--- src/rtl/mem_2r1w.sv ---
// mem_2r1w: 2**ADDR_W x DATA_W storage with one byte-enabled write port and
// two registered read ports. After every reset an init walker clears every
// entry to zero, then raises ready.
// Optional feature: define MEM_BYPASS_EN for write-first collision behaviour
// (a read at the write address sees the merged word). Left undefined, the
// collision is read-first (the read sees the pre-write contents).
module mem_2r1w #(
  parameter int DATA_W = 32,
  parameter int ADDR_W = 5
) (
  input  logic                clk,
  input  logic                rst,
  input  logic                wr_en,
  input  logic [ADDR_W-1:0]   wr_addr,
  input  logic [DATA_W-1:0]   wr_data,
  input  logic [DATA_W/8-1:0] wr_be,
  input  logic                rd_en_a,
  input  logic [ADDR_W-1:0]   rd_addr_a,
  input  logic                rd_en_b,
  input  logic [ADDR_W-1:0]   rd_addr_b,
  output logic [DATA_W-1:0]   rd_data_a,
  output logic                rd_valid_a,
  output logic [DATA_W-1:0]   rd_data_b,
  output logic                rd_valid_b,
  output logic                ready
);

  localparam int DEPTH = 1 << ADDR_W;
  localparam int NB    = DATA_W / 8;

  typedef enum logic {
    ST_INIT,
    ST_READY
  } state_t;

  state_t              state_q, state_d;
  logic [ADDR_W-1:0]   init_ptr_q, init_ptr_d;
  logic                ready_q, ready_d;
  logic [DATA_W-1:0]   rd_data_a_q, rd_data_a_d;
  logic [DATA_W-1:0]   rd_data_b_q, rd_data_b_d;
  logic                rd_valid_a_q, rd_valid_a_d;
  logic                rd_valid_b_q, rd_valid_b_d;

  logic [DATA_W-1:0]   mem_q [DEPTH];
  logic                mem_we;
  logic [ADDR_W-1:0]   mem_waddr;
  logic [DATA_W-1:0]   mem_wdata;
  logic [DATA_W-1:0]   wr_merged;
  logic [DATA_W-1:0]   rd_word_a, rd_word_b;

  // Merge enabled write bytes over the current contents of the target word.
  always_comb begin
    wr_merged = mem_q[wr_addr];
    for (int i = 0; i < NB; i++) begin
      if (wr_be[i]) wr_merged[8*i +: 8] = wr_data[8*i +: 8];
    end
  end

  // Read-port source word, optionally bypassing the write on an address match.
  always_comb begin
    rd_word_a = mem_q[rd_addr_a];
    rd_word_b = mem_q[rd_addr_b];
`ifdef MEM_BYPASS_EN
    if (wr_en && (rd_addr_a == wr_addr)) rd_word_a = wr_merged;
    if (wr_en && (rd_addr_b == wr_addr)) rd_word_b = wr_merged;
`else
`endif
  end

  // Next-state: init walker in INIT, write/read servicing in READY.
  always_comb begin
    state_d      = state_q;
    init_ptr_d   = init_ptr_q;
    ready_d      = ready_q;
    rd_data_a_d  = rd_data_a_q;
    rd_data_b_d  = rd_data_b_q;
    rd_valid_a_d = 1'b0;
    rd_valid_b_d = 1'b0;
    mem_we       = 1'b0;
    mem_waddr    = wr_addr;
    mem_wdata    = wr_merged;
    case (state_q)
      ST_INIT: begin
        mem_we     = 1'b1;
        mem_waddr  = init_ptr_q;
        mem_wdata  = '0;
        init_ptr_d = init_ptr_q + 1'b1;
        if (init_ptr_q == {ADDR_W{1'b1}}) begin
          state_d = ST_READY;
          ready_d = 1'b1;
        end
      end
      ST_READY: begin
        mem_we = wr_en && (|wr_be);
        if (rd_en_a) begin
          rd_data_a_d  = rd_word_a;
          rd_valid_a_d = 1'b1;
        end
        if (rd_en_b) begin
          rd_data_b_d  = rd_word_b;
          rd_valid_b_d = 1'b1;
        end
      end
    endcase
  end

  // Control and read-output registers with synchronous reset.
  always_ff @(posedge clk) begin
    if (rst) begin
      state_q      <= ST_INIT;
      init_ptr_q   <= '0;
      ready_q      <= 1'b0;
      rd_data_a_q  <= '0;
      rd_data_b_q  <= '0;
      rd_valid_a_q <= 1'b0;
      rd_valid_b_q <= 1'b0;
    end else begin
      state_q      <= state_d;
      init_ptr_q   <= init_ptr_d;
      ready_q      <= ready_d;
      rd_data_a_q  <= rd_data_a_d;
      rd_data_b_q  <= rd_data_b_d;
      rd_valid_a_q <= rd_valid_a_d;
      rd_valid_b_q <= rd_valid_b_d;
    end
  end

  // Storage array; contents are cleared by the walker, not by reset itself.
  always_ff @(posedge clk) begin
    if (!rst && mem_we) mem_q[mem_waddr] <= mem_wdata;
  end

  assign rd_data_a  = rd_data_a_q;
  assign rd_data_b  = rd_data_b_q;
  assign rd_valid_a = rd_valid_a_q;
  assign rd_valid_b = rd_valid_b_q;
  assign ready      = ready_q;

endmodule

--- config.mk ---
export PLATFORM = sky130hd
export DESIGN_NAME = mem_2r1w
export DESIGN_NICKNAME = d
export VERILOG_FILES = /design/src/rtl/mem_2r1w.sv
export SDC_FILE = /design/constraint.sdc
export NUM_CORES = 2
export LEC_CHECK = 0
export ABC_AREA = 0
export BUFFER_PORTS_ARGS = -buffer_cell sky130_fd_sc_hd__buf_2
export CAP_MARGIN = 20
export CORE_ASPECT_RATIO = 0.8
export CORE_MARGIN = 3
export CORE_UTILIZATION = 35
export DETAILED_ROUTE_END_ITERATION = 10
export GPL_TIMING_DRIVEN = 0
export PLACE_DENSITY_LB_ADDON = 0.12
export SYNTH_ARGS = -nofsm -noshare
export SYNTH_HDL_FRONTEND = slang
export SYNTH_SLANG_ARGS = --single-unit
--- constraint.sdc ---
create_clock -name clk -period 3.6 [get_ports clk]
set_clock_uncertainty 0.15 [all_clocks]
set_input_delay 0.72 -clock clk [delete_from_list [all_inputs] [get_ports clk]]
set_output_delay 0.72 -clock clk [all_outputs]
set_load 0.005 [all_outputs]
==> run_results.csv <==
group,metric,value,unit
outcome,status,"complete, but fails checks",
outcome,violations,"setup timing",
grt,grt_pass1_wl,386200,um
pwr,clkPwrFrac,43.1,%
logic_synthesis,yosysWarnings,0,
min_path,hp-class,"input pin to flop",
timing,drv_slew,0,
clock_tree,cts.clk_slew.worst_paths,60,ps
clock_tree,hold_buffers,0,
logic_synthesis,yosys.area_share.simple,1.646,%
clock_tree,cts_root_buffer,"clkbuf_16",
detailed_routing,num_vias,42090,
floorplan,io_pins,123,
detailed_routing,drt_iter0_drc,8084,
logic_synthesis,synth_top_area_cell,"edfxtp_1",
timing,tightest_slew,1353,ps
layout,layout.nets,3599,
detailed_routing,routed_wirelength,300700,um
pwr,sequentialPowerShare,45.4,%
logic_synthesis,synth-edff-count,1024,
pwr,p_switching,7.799,mW
timing,final-hold-violation-count,0,
layout,drive_above_1_share,43.43,%
grt,grt-ovfl-total,0,
pwr,netSwitchingFraction,25.54,%
pwr,p_leak,22.96,nW
pwr,internal_power,22.74,mW
floorplan,start_util,35.36,%
critical_path,crit_fanout,13,
pwr,ir_drop,0.4341,mV
run,maxCapViolCount,0,
timing,period_minus_slack,3672,ps
critical_path,critPathCaptureType,"flop",
pwr,power,30.54,mW
floorplan,num_rows,132,
logic_synthesis,syn_area_per_cell,18.77,um^2
logic_synthesis,async_flop_share,0,%
clock_tree,cts.sinks,1097,
floorplan,core_region_area,162400,um^2
logic_synthesis,synth-xor-area-share,0.04577,%
critical_path,critPathLaunchType,"input pin",
floorplan,die_y,368.2,um
timing,setup_slack,-71.67,ps
timing,timing.fmax,0.2724,GHz
critical_path,worst_ep_arrival_time,3960,ps
floorplan,design.die.area,168900,um^2
logic_synthesis,synth.cell_area,57410,um^2
grt,antenna_found_initial,19,
clock_tree,clkLatencyLatePin,790,ps
detailed_routing,wl_per_cell,51.86,um
logic_synthesis,synthFlopType,"edfxtp_1",
grt,grt_max_degree,33,
logic_synthesis,synthTopCellsByArea,"edfxtp_1 54%, mux4_2 30%, dfxtp_1 2.5%",
clock_tree,cts_tree,"done",
timing,period_share,102.0,%
logic_synthesis,ys_ff_latch,1097,
placed_design,place.gp.congestion,0.9215,
layout,synthToLayoutAreaGrowth,19.50,%
logic_synthesis,synth_top_family_by_area,"multiplexers",
grt,grt_pass1_vias,40080,
placed_design,hpwl,209700,um
timing,setup_tns,-1321,ps
critical_path,crit_required,3890,ps
floorplan,dieWidth,458.8,um
logic_synthesis,ys_seq_area_share,56.11,%
logic_synthesis,synth_compound_area_share,6.199,%
pwr,pwr-share-comb,11.5,%
timing,rsz0062_at_grt,"true",
timing,timing.hold.ws,258.7,ps
detailed_routing,via_per_inst,7.261,
logic_synthesis,synth_fa_ha_area_share,0.04359,%
pwr,power.density,445.3,nW/um^2
timing,slew_headroom,9.784,%
grt,track_usage,35.00,%
placed_design,io_buffers,114,
detailed_routing,postRouteAntennaNets,0,
timing,setup_violations,36,
logic_synthesis,synth_top_cell_area_share,53.56,%
clock_tree,clock_path_buffers,3,
logic_synthesis,synth_mux_area_share,33.02,%
detailed_routing,first_pass_iters,8,
clock_tree,numCtsBuffers,119,
logic_synthesis,synth_cell_type_count,45,
logic_synthesis,syn_nets,3117,
detailed_routing,drc,0,
logic_synthesis,synthCells,3059,
critical_path,critPathKind,"input pin to flop",
clock_tree,htree_levels,3,
-- layout by cell type, fill, tap and decap left out, types with 32 or more instances in the layout --
master,synthesis,final
nor2_1,110,77
buf_4,33,117
o21ai_0,128,128
nand2_1,49,47
buf_2,92,206
buf_12,0,70
dfxtp_1,73,73
a211oi_1,49,49
clkbuf_16,0,121
mux4_2,768,768
a22oi_1,56,56
o22ai_1,128,128
a22o_1,73,73
edfxtp_1,1024,1024
clkbuf_1,99,102
buf_8,0,52
nor2_4,0,32
buf_6,47,71
mux2i_1,131,131
-- synth_stat cells (2+ instances only) --
cell	n
nor2b_1	5
nand2_1	49
a221oi_1	15
nand3b_1	5
and2_1	5
a21o_1	28
buf_4	33
or2_2	8
xnor2_1	2
a22oi_1	56
o22ai_1	128
mux4_2	768
nor2_1	110
a21oi_1	6
clkbuf_4	3
clkbuf_1	99
buf_1	11
edfxtp_1	1024
mux2_2	31
and3_1	2
and3b_1	2
buf_2	92
buf_6	47
nand2b_1	16
inv_1	2
nor3_1	2
o21ai_1	8
ha_1	2
nand3_1	3
a211oi_1	49
o211ai_1	31
dfxtp_1	73
a22o_1	73
o21ai_0	128
mux2i_1	131
or3b_2	3
-- worst paths after layout --
check | startpoint | end | slack [ps] | cells past startpoint
max reg2reg | state_q$_SDFF_PP0_ | rd_data_a[6]$_SDFFE_PP0P_ | 40 | 5
min | wr_data[24] | mem_q[15][24]$_DFFE_PP_ | 260 | 3
min reg2reg | rd_data_a[14]$_SDFFE_PP0P_ | rd_data_a[14]$_SDFFE_PP0P_ | 330 | 1
max | wr_addr[0] | mem_q[30][14]$_DFFE_PP_ | -70 | 9
-- area by class of cell --
type,count,area (um^2)
diodes,8,20.02
inverters,3,11.26
multi-input cells,1674,23760
flip-flops and latches,1097,32210
well taps,2144,2683
plain buffers,284,1695
fillers,14220,93750
clock buffers,152,3234
repair buffers,362,4135
clock inverters,73,849.6
-- critical path, stage by stage --
cell,delay [ps]
buf_2,170
buf_6,180
inv_2,70
buf_2,530
buf_4,470
a32o_1,230
nand2_1,430
nor2_4,780
buf_12,280
-- metal layers --
| metal | global-route usage (%) | routed length, um | vias to the layer above |
|---|---|---|---|
| met2 | 49.14 | 125500 | 4381 |
| met3 | 14.89 | 47570 | 902 |
| met1 | 46.07 | 108800 | 22290 |
| met5 | 0.7692 | 68 | - |
| li1 | - | - | 14510 |
| met4 | 18.00 | 18730 | 6 |
-- cell families (layout without fill, tap and decap cells) --
group,Yosys count,in the layout
and+or+nand+nor,212,212
AOI/OAI and AO/OA,527,527
DFF,1097,1097
other,0,8
adders and majority gates,2,2
muxes,930,930
xor gates and xnor gates,3,3
buffers and inverters,288,874
-- through the flow --
step	util [%]	std cells	cell area (um^2)	setup WS [ps]
floorplan	-	3059	57420	-177.6
global placement	37.37	5317	60670	-5858
detailed placement	39.28	5498	63760	-1364
CTS	42.02	5759	68210	4.290
global route	42.24	5790	68580	-21.80
finish	42.25	5797	68600	-71.67
-- state kept, by name (all words and copies together), names as in the netlist --
register	cells
init_ptr_q	5
mem_q	1024
rd_data_a	32
rd_data_b	32
rd_valid_a	1
rd_valid_b	1
ready	1
state_q	1
-- power groups by stage --
stage | clock [mW] | sequential, mW | combinational [mW]
floorplan | 0 | 14.1 | 1.75
finish | 13.2 | 13.9 | 3.51
CTS | 13.2 | 13.9 | 3.35
detailed placement | 0 | 14.1 | 3.33
global placement | 0 | 14.1 | 3.16
global route | 13.7 | 13.9 | 3.48
-- what timing repair did --
action,in CTS,in global routing
resized for setup,2,5
hold endpoints to repair,0,0
endpoints found under the setup margin,1305,266
pin swaps,20,7
buffers inserted,37,20
No activity file was read; power rests on OpenSTA's default activity.
